`src/rtl/ascii_fixed_parser.sv`:
```
// ascii_fixed_parser: streams ASCII decimal text (one char per handshake, LF-terminated)
// into a signed INT_W.FRAC_W fixed-point value with zero and error flags.
module ascii_fixed_parser #(
  parameter int INT_W = 8,
  parameter int FRAC_W = 8,
  parameter int MAX_FRAC_DIGITS = 4
) (
  input  logic                    clk,
  input  logic                    rst_n,
  input  logic                    in_valid,
  output logic                    in_ready,
  input  logic [7:0]              in_char,
  output logic                    out_valid,
  input  logic                    out_ready,
  output logic [INT_W+FRAC_W-1:0] out_value,
  output logic                    out_zero,
  output logic                    out_err
);
  localparam int W = INT_W + FRAC_W;
  localparam int FW = $clog2(2 * 10 ** MAX_FRAC_DIGITS + 1);
  localparam int IW = INT_W + 4;
  localparam int NW = $clog2(MAX_FRAC_DIGITS + 1);
  localparam int CW = $clog2(FRAC_W + 1);
  localparam logic [2:0] SIGN = 3'd0, INT = 3'd1, FRAC = 3'd2, SKIP = 3'd3, CONV = 3'd4, OUT = 3'd5;
  logic [2:0] state_q, state_d;
  logic live_q, neg_q, neg_d, err_q, err_d, seen_q, seen_d;
  logic [INT_W-1:0] int_q, int_d;
  logic [FW-1:0] frac_q, frac_d, scale_q, scale_d, frac_sh;
  logic [FRAC_W-1:0] bits_q, bits_d;
  logic [NW-1:0] nf_q, nf_d;
  logic [CW-1:0] cnt_q, cnt_d;
  logic [W-1:0] val_q, val_d, mag;
  logic vld_q, vld_d, zero_q, zero_d, oerr_q, oerr_d;
  logic acc, is_dig, is_lf, ovf, bit_n;
  logic [IW-1:0] int_next;
  assign in_ready = live_q && !state_q[2];
  assign out_valid = vld_q;
  assign out_value = val_q;
  assign out_zero = zero_q;
  assign out_err = oerr_q;
  assign acc = in_valid && in_ready;
  assign is_dig = in_char >= "0" && in_char <= "9";
  assign is_lf = in_char == 8'h0A;
  assign int_next = IW'(int_q) * IW'(10) + IW'(in_char[3:0]);
  // magnitude must fit in INT_W-1 bits so the sign bit stays free
  assign ovf = |int_next[IW-1:INT_W-1];
  assign frac_sh = {frac_q[FW-2:0], 1'b0};
  assign bit_n = frac_sh >= scale_q;
  assign mag = {int_q, bits_q};
  always_comb begin
    state_d = state_q;
    neg_d = neg_q;
    err_d = err_q;
    seen_d = seen_q;
    int_d = int_q;
    frac_d = frac_q;
    scale_d = scale_q;
    bits_d = bits_q;
    nf_d = nf_q;
    cnt_d = cnt_q;
    val_d = val_q;
    vld_d = vld_q;
    zero_d = zero_q;
    oerr_d = oerr_q;
    case (state_q)
      SIGN, INT, FRAC: if (acc) begin
        if (is_lf) begin
          state_d = seen_q ? CONV : OUT;
          err_d = !seen_q;
          cnt_d = '0;
        end else if (is_dig && state_q == FRAC) begin
          seen_d = 1'b1;
          if (nf_q < NW'(MAX_FRAC_DIGITS)) begin
            frac_d = frac_q * FW'(10) + FW'(in_char[3:0]);
            scale_d = scale_q * FW'(10);
            nf_d = nf_q + 1'b1;
          end
        end else if (is_dig) begin
          seen_d = 1'b1;
          int_d = int_next[INT_W-1:0];
          state_d = ovf ? SKIP : INT;
          err_d = ovf;
        end else if (in_char == "." && state_q != FRAC) begin
          state_d = FRAC;
        end else if (state_q == SIGN && (in_char == "-" || in_char == "+")) begin
          neg_d = in_char == "-";
          state_d = INT;
        end else begin
          state_d = SKIP;
          err_d = 1'b1;
        end
      end
      SKIP: state_d = (acc && is_lf) ? OUT : SKIP;
      CONV: begin
        frac_d = bit_n ? frac_sh - scale_q : frac_sh;
        bits_d = {bits_q[FRAC_W-2:0], bit_n};
        cnt_d = cnt_q + 1'b1;
        state_d = (cnt_q == CW'(FRAC_W - 1)) ? OUT : CONV;
      end
      OUT: if (!vld_q) begin
        vld_d = 1'b1;
        oerr_d = err_q;
        val_d = err_q ? '0 : (neg_q ? -mag : mag);
        zero_d = !err_q && mag == '0;
      end else if (out_ready) begin
        vld_d = 1'b0;
        state_d = SIGN;
        neg_d = 1'b0;
        err_d = 1'b0;
        seen_d = 1'b0;
        int_d = '0;
        frac_d = '0;
        scale_d = FW'(1);
        bits_d = '0;
        nf_d = '0;
        cnt_d = '0;
      end
      default: state_d = SIGN;
    endcase
  end
  always_ff @(posedge clk or negedge rst_n) begin
    if (!rst_n) begin
      state_q <= SIGN;
      live_q <= 1'b0;
      neg_q <= 1'b0;
      err_q <= 1'b0;
      seen_q <= 1'b0;
      int_q <= '0;
      frac_q <= '0;
      scale_q <= FW'(1);
      bits_q <= '0;
      nf_q <= '0;
      cnt_q <= '0;
      val_q <= '0;
      vld_q <= 1'b0;
      zero_q <= 1'b0;
      oerr_q <= 1'b0;
    end else begin
      state_q <= state_d;
      live_q <= 1'b1;
      neg_q <= neg_d;
      err_q <= err_d;
      seen_q <= seen_d;
      int_q <= int_d;
      frac_q <= frac_d;
      scale_q <= scale_d;
      bits_q <= bits_d;
      nf_q <= nf_d;
      cnt_q <= cnt_d;
      val_q <= val_d;
      vld_q <= vld_d;
      zero_q <= zero_d;
      oerr_q <= oerr_d;
    end
  end
endmodule

```
`config.mk`:
```
export PLATFORM = sky130hd
export DESIGN_NAME = ascii_fixed_parser
export DESIGN_NICKNAME = d
export VERILOG_FILES = /design/src/rtl/ascii_fixed_parser.sv
export SDC_FILE = /design/constraint.sdc
export NUM_CORES = 1
export LEC_CHECK = 0
export ABC_CLOCK_PERIOD_IN_PS = 5600
export BUFFER_PORTS_ARGS = -buffer_cell sky130_fd_sc_hd__buf_2
export CAP_MARGIN = 5
export CORE_MARGIN = 3
export CORE_UTILIZATION = 68
export CTS_CLUSTER_DIAMETER = 200
export CTS_CLUSTER_SIZE = 30
export DETAILED_ROUTE_END_ITERATION = 8
export PLACE_DENSITY = 0.91
export SYNTH_ARGS = -nofsm -noshare
export SYNTH_HDL_FRONTEND = slang
export SYNTH_SLANG_ARGS = --single-unit
```
`constraint.sdc`:
```
create_clock -name clk -period 5.6 [get_ports clk]
set_input_delay 1.4 -clock clk [delete_from_list [all_inputs] [get_ports clk]]
set_output_delay 1.4 -clock clk [all_outputs]
set_load 0.02 [all_outputs]
```
==> qor.yml <==
regToRegEndpoint: "frac_q[13]"
final-setup-viol-count: 0
p_per_area_nw_per_um2: 699
initial_core_util_pct: 71.7
post-dp-hpwl_mm: 11.9
cts_max_path_buffers: 2
p_leak_nw: 3.17
synth_cells: 711
critical_path_class: "input port to flop"
cts-root-buf: "clkbuf_8"
rsz0062_at_grt: "false"
ys_seq_area_share_pct: 30.7
grt_pass1_wl_mm: 26.7
clock_skew_ns: 0.0120
crit_start: "in_char[5]"
coreArea_um2: 8890
status: "complete, no violations"
worst_slew_pin_slew_ns: 1.22
finalHoldViolCount: 0
whs_ns: 0.482
maxSlewViolCount: 0
clk_pin_slew_worst_paths_ns: 0.09
finalSetupTns_ns: 0
r2r_slack_ns: 2.29
yosys_warnings: 0
layout_min_cycle_time_ns: 3.72
r2r_cells: 11
max-vdd-ir-drop_mv: 0.432
ys_seq_elements: 78
die_x_um: 103
syn-num-nets: 805
synth-async-reset-ratio_pct: 100
first_pass_iters: 7
htree_num_levels: 3
overflow: 0
cp-endpoint: "scale_q[12]"
arrival_ns: 3.99
port_buffers: 31
fmaxAchievable_ghz: 0.269
ys.flop_type: "dfrtp_1"
routed_wl_mm: 16.1
area_growth_syn_to_layout_pct: 7.54
critPathLaunchType: "input port"
postRouteAntennaNets: 0
drt-initial-drc-count: 594
grt_pass1_vias: 5766
cts_num_sinks: 78
track_usage_pct: 31.7
nets: 829
drive_gt1_share_pct: 9.73
drv_cap: 0
grt_max_degree: 79
diodes: 0
place_congestion: 0.909
synth_cell_types: 78
tritoncts.num_buffers: 9
cts_tree: "done"
antenna_found_initial: 0
max_slew_margin_pct: 18.5
clk_latency_ns: 0.37
io_pins: 32
rows: 34
hold_class: "flop to flop"
synth_edf_count: 0
wire_per_inst_um: 19.0
vias_per_cell: 6.80
cts.repair.resized: 0
syn-cell-area_um2: 6370
syn_avg_cell_area_um2: 8.96
crit_required_ns: 5.87
vias: 5764
fp.dieH_um: 103
worstSetupEndpointType: "flop"
post_cts_buffers: 0
n_fill_cell: 572
cp_max_fo: 21
drc: 0
rr_startpoint: "frac_q[1]"
cts.hold.buffers_added: 0
dieArea_um2: 10600
fin_crit_sh_pct: 66.5
[per-layer routing]
| layer | GRT usage [%] | wire length, µm | up-vias |
|---|---|---|---|
| met1 | 39.5 | 6330 | 2737 |
| li1 | - | - | 2668 |
| met4 | 14.2 | 600 | 0 |
| met5 | 0 | 0 | - |
| met3 | 6.50 | 1290 | 68 |
| met2 | 53.3 | 7870 | 291 |
[cell usage after synthesis (7+ instances only)]
cell	count	area [µm²]
and3_1	8	50.1
dfrtp_1	77	1930
nand4_1	11	68.8
ha_1	76	951
clkbuf_1	13	48.8
o22ai_1	8	50.1
nand2_1	50	188
xor2_1	19	166
inv_1	44	165
a21o_1	8	60.1
nor2b_1	10	62.6
a31oi_1	7	43.8
or3_1	8	50.1
o21ai_0	53	265
a22o_1	21	184
a21oi_1	37	185
nor3_1	17	85.1
nand3_1	25	125
nand2b_1	12	75.1
o21ai_1	8	40.0
nor2_1	46	173
xnor2_1	32	280
[area by class of cell]
type                            count  area, µm²  share of cell area, %
Clock inverter                      5        104                   1.52
Clock buffer                       11        151                   2.21
Multi-Input combinational cell    568       4160                   60.8
Inverter                           44        165                   2.41
Tap cell                          108        135                   1.97
Timing Repair Buffer               34        180                   2.63
Sequential cell                    78       1950                   28.5
[critical path, stage by stage]
cell	delay (ns)
buf_2	0.13
nor3b_1	0.28
nand4_1	0.23
o31a_1	0.38
nor2_1	0.93
nand2_1	0.36
o22ai_1	0.26
[report_power, final]
group | total (mW) | switching, mW | internal (mW)
Sequential | 0.927 | 0.222 | 0.705
Clock | 0.551 | 0.230 | 0.322
Combinational | 3.31 | 1.93 | 1.38
Total | 4.79 | 2.38 | 2.41
[how the worst min path moves through the flow]
stage,start,end,slack (ns),cells past startpoint
after floorplan,cnt_q[3],cnt_q[3],0.44,1
after global placement,nf_q[1],nf_q[1],0.46,2
after detailed placement,out_value[1],out_value[1],0.47,2
after CTS,out_value[1],out_value[1],0.49,2
after global routing,out_value[2],out_value[2],0.50,2
final,out_value[1],out_value[1],0.48,2
[layout by cell type, fill, tap and decap left out, types with 4 or more instances in the layout]
| cell | instances |
|---|---|
| xor2_1 | 19 |
| inv_1 | 44 |
| and2_1 | 6 |
| nand3_1 | 25 |
| fa_1 | 6 |
| buf_2 | 30 |
| xnor2_1 | 32 |
| o41ai_1 | 5 |
| a22o_1 | 21 |
| a21o_1 | 8 |
| dfrtp_1 | 77 |
| o211ai_1 | 6 |
| or3_1 | 8 |
| nand4_1 | 11 |
| nand2_1 | 50 |
| nor2_1 | 46 |
| buf_4 | 4 |
| nor4_1 | 4 |
| clkbuf_8 | 11 |
| nand2b_1 | 12 |
| a31oi_1 | 7 |
| a211oi_1 | 5 |
| ha_1 | 76 |
| o22ai_1 | 8 |
| o21ai_0 | 53 |
| nor3_1 | 17 |
| a21oi_1 | 37 |
| nor2b_1 | 10 |
| o21ai_1 | 8 |
| o31ai_1 | 6 |
| mux2_2 | 5 |
| and3_1 | 8 |
[sequential cells by signal, summed over array words and instances (netlist names), 3 cells and up]
signal / flops
state_q: 3
nf_q: 3
out_value: 16
cnt_q: 4
bits_q: 8
frac_q: 14
scale_q: 15
int_q: 8
[logic make-up (layout without fill, tap and decap cells)]
group           after synthesis  after routing  synth area share [%]
simple gates                225            225                  18.6
flops                        78             78                  30.7
fa+ha+maj                    82             82                  16.8
xor+xnor                     52             52                  7.36
compound gates              200            200                  21.1
mux                           8              8                  1.36
buf+inv                      65             94                  4.01
other cells                   1              1                0.0589
[metrics by stage]
step | utilization [%] | area [µm²] | instances | total power, mW | worst slack [ns]
global placement | 74.2 | 6600 | 832 | 3.93 | 1.60
floorplan | - | 6370 | 711 | 3.44 | 1.92
detailed placement | 74.2 | 6600 | 832 | 4.13 | 1.50
finish | 77.1 | 6850 | 848 | 4.79 | 1.88
global route | 77.1 | 6850 | 848 | 5.18 | 1.62
CTS | 77.1 | 6850 | 848 | 4.70 | 1.88
No activity file was read; power rests on OpenSTA's default activity.
